File: config.mk
export PLATFORM = sky130hd
export DESIGN_NAME = comp_serial_nbit
export DESIGN_NICKNAME = d
export VERILOG_FILES = /design/src/rtl/comp_pkg.sv /design/src/rtl/comp_bit_cell.sv /design/src/rtl/comp_serial_nbit.sv
export SDC_FILE = /design/constraint.sdc
export NUM_CORES = 1
export LEC_CHECK = 0
export CORE_MARGIN = 2
export CORE_UTILIZATION = 61
export CTS_CLUSTER_SIZE = 12
export DETAILED_ROUTE_END_ITERATION = 12
export DONT_BUFFER_PORTS = 1
export PLACE_DENSITY = 0.77
export SLEW_MARGIN = 5
export SYNTH_ARGS = -nofsm -noshare
export SYNTH_HDL_FRONTEND = slang
export SYNTH_SLANG_ARGS = --single-unit
File: constraint.sdc
create_clock -name clk -period 2 [get_ports clk]
set_clock_uncertainty 0.2 [all_clocks]
set_input_delay 0.6 -clock clk [delete_from_list [all_inputs] [get_ports clk]]
set_output_delay 0.6 -clock clk [all_outputs]
set_load 0.01 [all_outputs]
File: src/rtl/comp_pkg.sv
// Shared constants for the bit-serial magnitude comparator: FSM state encoding
// and the down-counter width helper.
package comp_pkg;

   localparam logic [1:0] IDLE = 2'd0;
   localparam logic [1:0] CMP  = 2'd1;
   localparam logic [1:0] DONE = 2'd2;

   // Counter width for an N-bit serial compare. It is never narrower than one bit.
   function automatic int cnt_w(input int n);
      return (n > 1) ? $clog2(n) : 1;
   endfunction

endpackage

File: src/rtl/comp_bit_cell.sv
// One-bit magnitude compare cell. With invert set it ranks the bit as a
// two's-complement sign bit: a 1 is the smaller value.
module comp_bit_cell (
   input  logic a,
   input  logic b,
   input  logic invert,
   output logic a_gt,
   output logic a_lt
);

   logic raw_gt;
   logic raw_lt;

   assign raw_gt = a & ~b;
   assign raw_lt = ~a & b;
   assign a_gt   = invert ? raw_lt : raw_gt;
   assign a_lt   = invert ? raw_gt : raw_lt;

endmodule

File: src/rtl/comp_serial_nbit.sv
// Bit-serial N-bit magnitude comparator. It compares MSB first and exits early
// on the first differing bit. Defining COMP_SIGNED_EN adds the sgn input, which
// selects two's-complement mode.
//
// state | meaning
// ------+---------------------------------------------------------------
// IDLE  | waiting for start; results from the last compare are held
// CMP   | comparing the MSBs of sa/sb, one bit per clock
// DONE  | one-cycle done pulse; results are valid
module comp_serial_nbit
   import comp_pkg::*;
#(
   parameter int N = 8
) (
   input  logic         clk,
   input  logic         rst,
   input  logic         start,
   input  logic [N-1:0] A,
   input  logic [N-1:0] B,
`ifdef COMP_SIGNED_EN
   input  logic         sgn,
`endif
   output logic         busy,
   output logic         done,
   output logic         gt,
   output logic         eq,
   output logic         lt
);

   localparam int CNT_W = cnt_w(N);
   localparam logic [CNT_W-1:0] CNT_TOP = CNT_W'(N - 1);

   logic [1:0]       state;
   logic [N-1:0]     sa;
   logic [N-1:0]     sb;
   logic [CNT_W-1:0] cnt;
   logic             invert;
   logic             bit_gt;
   logic             bit_lt;

`ifdef COMP_SIGNED_EN
   logic mode;

   // Only the first compared bit is the sign bit. The counter is still at its top value on that bit.
   assign invert = mode & (cnt == CNT_TOP);

   always_ff @(posedge clk or posedge rst) begin
      if (rst)
         mode <= 1'b0;
      else if (state == IDLE && start)
         mode <= sgn;
   end
`else
   assign invert = 1'b0;
`endif

   comp_bit_cell u_msb (
      .a      (sa[N-1]),
      .b      (sb[N-1]),
      .invert (invert),
      .a_gt   (bit_gt),
      .a_lt   (bit_lt)
   );

   always_ff @(posedge clk or posedge rst) begin
      if (rst) begin
         state <= IDLE;
         sa    <= '0;
         sb    <= '0;
         cnt   <= '0;
         gt    <= 1'b0;
         eq    <= 1'b0;
         lt    <= 1'b0;
      end else begin
         case (state)
            IDLE: begin
               if (start) begin
                  sa    <= A;
                  sb    <= B;
                  cnt   <= CNT_TOP;
                  gt    <= 1'b0;
                  eq    <= 1'b0;
                  lt    <= 1'b0;
                  state <= CMP;
               end
            end
            CMP: begin
               if (bit_gt || bit_lt) begin
                  gt    <= bit_gt;
                  lt    <= bit_lt;
                  state <= DONE;
               end else if (cnt == '0) begin
                  eq    <= 1'b1;
                  state <= DONE;
               end else begin
                  sa  <= {sa[N-2:0], 1'b0};
                  sb  <= {sb[N-2:0], 1'b0};
                  cnt <= cnt - 1'b1;
               end
            end
            DONE:    state <= IDLE;
            default: state <= IDLE;
         endcase
      end
   end

   assign busy = (state != IDLE);
   assign done = (state == DONE);

endmodule

==> results of run 1 <==
-- stage by stage --
step / utilization / hold slack (ps) / power (W) / worst slack [ps] / instances
floorplan: - / 264 / 0.00166 / 139 / 115
global placement: 0.661 / 274 / 0.00182 / 176 / 142
detailed placement: 0.661 / 280 / 0.00188 / 131 / 142
CTS: 0.685 / 281 / 0.00214 / 28.4 / 147
global route: 0.689 / 306 / 0.00231 / 14.0 / 147
finish: 0.689 / 297 / 0.00216 / 66.2 / 147
-- sequential cells by signal, indices dropped and copies added, names as in the netlist --
signal,cells
cnt,3
gt,1
sa,8
eq,1
lt,1
state,2
sb,8
-- placed cells by master, fill, tap and decap left out --
cell            n
a211oi_1        2
a21oi_1         2
a22oi_1         2
a311oi_1        4
a31oi_1         3
and2_1          1
and2b_1         2
and3b_1         1
buf_4           8
clkbuf_4        3
clkbuf_8        1
dfrtp_1        23
dfrtp_2         1
dlygate4sd3_1   1
ha_1            4
inv_1           8
nand2_1         7
nand2b_1        1
nand3b_1        1
nor2_1          5
nor2b_1         3
nor3_1          1
o21a_1         10
o21ai_0         2
o21ai_4         1
o21ba_2         1
o21bai_1        1
o221a_2         2
o221ai_1        2
o22ai_1         1
o32a_1         10
o32ai_1         2
or2_0           2
or2_2           1
or3b_1          1
-- layout make-up --
class                           instances  area, sq um
Timing Repair Buffer                    9         70.1
Inverter                                8         30.0
Fill cell                             158          603
Sequential cell                        24          602
Tap cell                               27         33.8
Multi-Input combinational cell         75          567
Clock buffer                            4         36.3
-- cells by family (layout without fill, tap and decap cells) --
family | Yosys count | after routing | share of synthesized area
flip-flops | 24 | 24 | 0.481
AND/OR/NAND/NOR | 26 | 26 | 0.112
AO/OA/AOI/OAI | 45 | 45 | 0.296
buffers and inverters | 16 | 21 | 0.0702
adder cells (fa/ha/maj) | 4 | 4 | 0.0401
-- repair_timing --
item | CTS | global route
hold endpoints to repair | 13 | 0
buffers inserted | 0 | 0
resized for setup | 0 | 2
hold buffers | 1 | 0
setup endpoints to repair | 0 | 3
-- path summary, 6_finish.rpt --
kind	start	to	slack (ps)	cells past startpoint
min	B[7]	sb[7]$_DFFE_PP0P_	300	2
min reg2reg	sb[5]$_DFFE_PP0P_	sb[5]$_DFFE_PP0P_	310	1
max in group asynchronous	rst	state[1]$_DFFE_PP0P_	800	3
max	state[1]$_DFFE_PP0P_	busy	70	1
min in group asynchronous	rst	lt$_DFFE_PP0P_	550	3
max reg2reg	cnt[0]$_DFFE_PP0P_	sa[7]$_DFFE_PP0P_	150	6
-- routing by layer --
metal  track usage  share of wire  up-vias
met3        0.0368          0.029        6
li1              -              -      446
met4        0.0952          0.016        0
met5             0              0        -
met1         0.287           0.44      483
met2         0.387           0.51       18
-- worst register-to-register path: stages, from the launching register on --
cell,delay (ps)
dfrtp_1,440
inv_1,100
ha_1,170
nor2b_1,330
buf_4,250
o32ai_1,100
a31oi_1,190
-- where the power goes --
group / internal [W] / switching, W / total (W) / leakage (nW)
Clock: 0.000111 / 0.000142 / 0.000253 / 0.0210
Sequential: 0.000706 / 0.000173 / 0.000879 / 0.275
Combinational: 0.000490 / 0.000536 / 0.00103 / 0.251
Total: 0.00131 / 0.000850 / 0.00216 / 0.546
-- cell usage after synthesis (2+ instances only) --
master	count
o221a_2	2
nand2_1	7
o32a_1	10
a22oi_1	2
o32ai_1	2
o21a_1	10
a211oi_1	2
buf_6	3
a31oi_1	3
inv_1	8
a21oi_1	2
o221ai_1	2
dfrtp_1	24
buf_2	4
nor2b_1	3
and2b_1	2
o21ai_0	2
ha_1	4
a311oi_1	4
or2_0	2
nor2_1	5
==> results_dict.tcl, run 1 <==
set metrics [dict create \
    grt_pass1_wl_mm 4.27 \
    syn_nets 138 \
    dp_hpwl_mm 1.83 \
    maxCapViolations 0 \
    cp-start-kind "flip-flop" \
    fmax_mhz 517 \
    wl_per_cell_um 16.9 \
    die_h_um 49.2 \
    cts_made_buffers 3 \
    syn_inst 115 \
    worstPathArrival_ps 1130 \
    synth_cell_types 33 \
    tightest_slew_ps 364 \
    p_leak_nw 0.546 \
    end_kind "output port" \
    hp-class "input port to flip-flop" \
    rsz0062_at_grt "no" \
    hold_viol 0 \
    syn-cell-area_sq_um 1250 \
    path_cells "or2_2" \
    synth-edff-count 0 \
    root_buffer "clkbuf_4" \
    ys_ff_latch 24 \
    critPathBufInv 0 \
    yosys.area.top_type "dfrtp_1" \
    drt_pre_antenna_iters 4 \
    status "finished clean" \
    async_flop_share 1.00 \
    dieArea_sq_um 2420 \
    grt_usage 0.228 \
    ys_seq_area_frac 0.481 \
    fp.coreArea_sq_um 1940 \
    synth_top_area_frac 0.481 \
    yosys_warnings 0 \
    avgSynthCellArea_sq_um 10.8 \
    vdd.ir_drop.worst_mv 0.837 \
    drive_above_1_share 0.150 \
    placed_area_sq_um 1280 \
    nets 144 \
    fin_setup_tns_ps 0 \
    area_growth_pct 7.32 \
    crit_slowest_cell "dfrtp_2" \
    cts_tree "yes" \
    clock_path_buffers 2 \
    grt_pass1_vias 952 \
    grt_overflow 0 \
    antenna_found_initial 0 \
    slew-limit-headroom 0.756 \
    boundaryPins 24 \
    drtAntennaViolNets 0 \
    synth_ff_type "dfrtp_1" \
    cp_top_family "flip-flops" \
    cp_max_fo 10 \
    timing.final.crit_period_ps 1930 \
    vias 953 \
    power.density_nw_per_um2 1610 \
    worstPathRequired_ps 1200 \
    row_count 16 \
    clock-sinks 24 \
    routed_wl_mm 2.49 \
    drtIter0Drc 24 \
    slowest_delay_ps 480 \
    htreeDepth 1 \
    io_buffers 0 \
    grt_start_max_net_pins 25 \
    worstSetupPathType "flip-flop to output port" \
    path_clk_slew_ps 130 \
    stdcell_area_sq_um 1340 \
    synthTopCellsByArea "dfrtp_1, o32a_1, o21a_1" \
    clock_latency_ps 310 \
    slew_violations 0 \
    die_w_um 49.2 \
    antennaDiodeCount 0 \
    initial_utilization 0.642 \
    place.gp.congestion 0.765 \
    drc 0 \
    post-route-period-util 0.967 \
    viasPerCell 6.48 \
    finalSetupViolations 0 \
]
Power figures use the tool's default switching activity.
==> inputs of run 2 (changes only) <==
CORE_MARGIN = 3   (was 2)
==> run 2 against run 1 <==
The run now ends with hold timing left. Non-clock buffer count is 2 higher. Worst hold slack lost 300 ps. Sequential cell count did not move. Maximum frequency is 0.39% lower. Largest power group unchanged.
==> results_dict.tcl, run 2 (synthesis results as in run 1) <==
set metrics [dict create \
    clock_latency_ps 310 \
    maxCapViolations 0 \
    worstPathRequired_ps 1200 \
    cp-start-kind "flip-flop" \
    final_cells 147 \
    worstSetupPathType "flip-flop to output port" \
    vias 952 \
    clock_path_buffers 2 \
    slew-limit-headroom 0.740 \
    boundaryPins 24 \
    nets 146 \
    hold_viol 6 \
    clock-sinks 24 \
    dp_hpwl_mm 1.81 \
    worstPathArrival_ps 1140 \
    total_power_w 0.00227 \
    failed_checks "hold timing" \
    final_common_cell "dfrtp_1" \
    dieArea_sq_um 2620 \
    cp_max_fo 12 \
    cts_made_buffers 3 \
    row_count 15 \
    antennaDiodeCount 0 \
    area_growth_pct 9.83 \
    wl_per_cell_um 16.9 \
    drtAntennaViolNets 0 \
    whs_ps -5.85 \
    drt_pre_antenna_iters 4 \
    grt_overflow 0 \
    dp_slack_ps 70.9 \
    fp.coreArea_sq_um 1820 \
    status "finished with violations" \
    tightest_slew_ps 390 \
    most-common-layout-cells "dfrtp_1, o32a_1, o21a_1, buf_4, inv_1" \
    antenna_found_initial 0 \
    routed_wl_mm 2.48 \
    drc 0 \
    grt_usage 0.225 \
    finalSetupViolations 0 \
    drive_above_1_share 0.164 \
    place.gp.congestion 0.939 \
    fmax_mhz 515 \
    io_buffers 0 \
    cts_tree "yes" \
    initial_utilization 0.685 \
    viasPerCell 6.48 \
    end_kind "output port" \
    fin_setup_tns_ps 0 \
    die_w_um 51.2 \
    grt_pass1_wl_mm 4.49 \
    hp-class "input port to asynchronous set/reset pin" \
    setup_slack_ps 58.7 \
    drtIter0Drc 26 \
    slew_violations 0 \
    vdd.ir_drop.worst_mv 1.18 \
    post-route-period-util 0.971 \
    placed_cells 140 \
    p_leak_nw 0.567 \
    timing.final.crit_period_ps 1940 \
    htreeDepth 1 \
    die_h_um 51.2 \
    grt_pass1_vias 983 \
    power.density_nw_per_um2 1660 \
    cts_hold_buffers 0 \
    rsz0062_at_grt "no" \
    root_buffer "clkbuf_4" \
    largestRegisters "sa (8), sb (8), cnt (3)" \
    path_clk_slew_ps 140 \
    grt_start_max_net_pins 25 \
]
run 2: changes by cell type in the layout (fill, tap and decap cells not counted), sizes merged:
cell	before	now
buf	8	11
bufinv	0	1
clkbuf	4	3
dlygate4sd3	1	0
run 2: final timing paths:
path                       depth (start not counted)            startpoint                  to  slack (ps)
min in group clk                                   2                  A[7]   sa[7]$_DFFE_PP0P_         290
setup reg to reg                                   5  state[1]$_DFFE_PP0P_   sb[3]$_DFFE_PP0P_         110
hold / removal                                     2                   rst   sb[4]$_DFFE_PP0P_          -6
max in group asynchronous                          2                   rst  cnt[1]$_DFFE_PP0P_        1370
hold reg to reg                                    1     sb[6]$_DFFE_PP0P_   sb[6]$_DFFE_PP0P_         310
setup / recovery                                   2  state[1]$_DFFE_PP0P_                busy          60
run 2: layout make-up:
type,count,area [sq um]
Sequential cell,24,601
Multi-Input combinational cell,75,569
Inverter,8,30.0
Tap cell,25,31.3
Clock buffer,3,22.5
Clock inverter,1,30.0
Timing Repair Buffer,11,86.3
Fill cell,133,450
run 2: per-stage QoR:
step | util | cell area [sq um]
6_report | 0.753 | 1370
5_1_grt | 0.753 | 1370
4_1_cts | 0.742 | 1350
3_5_place_dp | 0.704 | 1280
3_3_place_gp | 0.704 | 1280
2_1_floorplan | - | 1250
run 2: repair_timing:
action	4_1_cts	5_1_grt
gates resized for setup	1	2
setup buffers	2	1
hold endpoints to repair	0	0
setup endpoints to repair	1	6
pin swaps	0	1
run 2: where the power goes:
group | switching [W] | total [W] | internal (W)
Clock | 0.000147 | 0.000349 | 0.000202
Sequential | 0.000145 | 0.000850 | 0.000705
Combinational | 0.000558 | 0.00107 | 0.000517
run 2: critical path: stages, from the launching register on:
cell and delay (ps):
dfrtp_1 430, buf_6 150, or2_4 260
run 2: metal layers:
layer / share of wire / global-route usage / vias to the layer above
li1: - / - / 456
met5: 0 / 0 / -
met3: 0.041 / 0.0262 / 2
met2: 0.49 / 0.376 / 22
met1: 0.46 / 0.310 / 472
met4: 0.0077 / 0.0655 / 0
==> inputs of run 3 (changes only) <==
CTS_BUF_LIST = sky130_fd_sc_hd__clkbuf_8 sky130_fd_sc_hd__clkbuf_16   (was not set)
==> run 3 against run 2 <==
The flow now finishes without violations. Critical path type is now flip-flop to flip-flop. Sequential cell count did not move. Cell count fell by 2.0%. Combinational power barely moved. Die area did not move. First-iteration DRC count fell by 42%. Clock power rose by 21%.
==> results_dict.tcl, run 3 (synthesis results as in run 1) <==
set metrics [dict create \
    slew_violations 0 \
    path_clk_slew_ps 90 \
    antenna_found_initial 0 \
    fmax_mhz 523 \
    r2r_start "sb[7]$_DFFE_PP0P_" \
    grt_pass1_vias 982 \
    drc 0 \
    root_buffer "clkbuf_8" \
    place.gp.congestion 0.939 \
    worstSetupPathType "flip-flop to flip-flop" \
    cts_made_buffers 3 \
    vias 962 \
    critPathBufInv 2 \
    fin_util 0.757 \
    grt_overflow 0 \
    fp.coreArea_sq_um 1820 \
    clock-sinks 24 \
    io_buffers 0 \
    worstPathArrival_ps 1880 \
    seqPwrFrac 0.366 \
    stdcell_area_sq_um 1380 \
    viasPerCell 6.68 \
    worstSetupStartpoint "sb[7]$_DFFE_PP0P_" \
    grt_pass1_wl_mm 4.48 \
    status "finished clean" \
    antennaDiodeCount 0 \
    die_w_um 51.2 \
    crit_cells 6 \
    cts_hold_buffers 0 \
    total_power_w 0.00235 \
    cts_tree "yes" \
    clock_path_buffers 2 \
    tightest_slew_ps 382 \
    path_cells "inv_1 -> ha_4 -> nand3b_1 -> buf_6 -> o32a_1 -> o21a_1" \
    hp-class "input port to asynchronous set/reset pin" \
    drt_pre_antenna_iters 4 \
    grt_start_max_net_pins 25 \
    reg2reg_to "sb[3]$_DFFE_PP0P_" \
    end_kind "flip-flop" \
    most-common-layout-cells "dfrtp_1, o32a_1, o21a_1" \
    cp-start-kind "flip-flop" \
    area_growth_pct 10.5 \
    post-route-period-util 0.957 \
    worstPathRequired_ps 1960 \
    regToRegSetupSlack_ps 90 \
    largestRegisters "sa (8), sb (8), cnt (3)" \
    intPower_w 0.00148 \
    power.switching_w 0.000871 \
    finalSetupViolations 0 \
    grt_usage 0.233 \
    dp_hpwl_mm 1.81 \
    dp_slack_ps 70.9 \
    p_sw_frac 0.371 \
    cp_max_fo 9 \
    wl_per_cell_um 17.5 \
    crit_slowest_cell "dfrtp_1" \
    htreeDepth 1 \
    pwr-share-comb 0.454 \
    boundaryPins 24 \
    routed_wl_mm 2.53 \
    setup_slack_ps 86.4 \
    hold_viol 0 \
    p_clk_frac 0.180 \
    drive_above_1_share 0.151 \
    maxCapViolations 0 \
    nets 143 \
    final_common_cell "dfrtp_1" \
    placed_area_sq_um 1280 \
    slowest_delay_ps 360 \
    timing.final.crit_period_ps 1910 \
    row_count 15 \
    slew-limit-headroom 0.745 \
    initial_utilization 0.685 \
    drtAntennaViolNets 0 \
    dieArea_sq_um 2620 \
    cp_top_family "compound AO/OA/AOI/OAI gates" \
    whs_ps 50.5 \
    die_h_um 51.2 \
    drtIter0Drc 15 \
    cp-endpoint "sb[3]$_DFFE_PP0P_" \
    p_leak_nw 0.561 \
    r2r_cells 6 \
    clock_latency_ps 270 \
    vdd.ir_drop.worst_mv 1.18 \
    power.density_nw_per_um2 1700 \
]
==> run 3: cell count changes in the layout (fill, tap and decap cells not counted), sizes merged <==
cell | before | now
buf | 11 | 8
==> run 3: timing repair <==
action                                  4_1_cts  5_1_grt
buffers inserted                              0        0
endpoints found under the hold margin         0        0
endpoints found under the setup margin        0        3
gates resized for setup                       0        4
==> run 3: power by group through the flow <==
stage | combinational [W] | clock, W | sequential (W)
after floorplan | 0.000839 | 0 | 0.000823
after global placement | 0.000955 | 0 | 0.000854
after detailed placement | 0.000999 | 0 | 0.000863
after CTS | 0.00101 | 0.000429 | 0.000854
after global routing | 0.00121 | 0.000446 | 0.000890
final | 0.00107 | 0.000423 | 0.000859
==> run 3: cell type report <==
class                           count  area, sq um
Sequential cell                    24          601
Fill cell                         125          442
Multi-Input combinational cell     75          582
Timing Repair Buffer                8         63.8
Tap cell                           25         31.3
Clock inverter                      1         30.0
Inverter                            8         30.0
Clock buffer                        3         41.3
==> run 3: metal layers <==
layer | vias up | global-route usage | part of all wire
met1 | 471 | 0.303 | 0.43
met5 | - | 0 | 0
met2 | 40 | 0.367 | 0.48
li1 | 444 | - | -
met4 | 0 | 0.118 | 0.022
met3 | 7 | 0.0496 | 0.063
==> run 3: through the flow <==
stage          TNS (ps)  instances
5_1_grt           -20.2        144
3_3_place_gp          0        140
6_report              0        144
3_5_place_dp          0        140
2_1_floorplan         0        115
4_1_cts               0        144
==> run 3: worst min-delay path by stage <==
stage	slack, ps	cells past startpoint	startpoint	endpoint
CTS	60	2	rst	sb[5]$_DFFE_PP0P_
detailed placement	280	1	sb[6]$_DFFE_PP0P_	sb[6]$_DFFE_PP0P_
floorplan	260	1	sa[6]$_DFFE_PP0P_	sa[6]$_DFFE_PP0P_
global route	70	2	rst	sb[5]$_DFFE_PP0P_
finish	50	2	rst	sb[4]$_DFFE_PP0P_
global placement	270	1	sa[2]$_DFFE_PP0P_	sa[2]$_DFFE_PP0P_
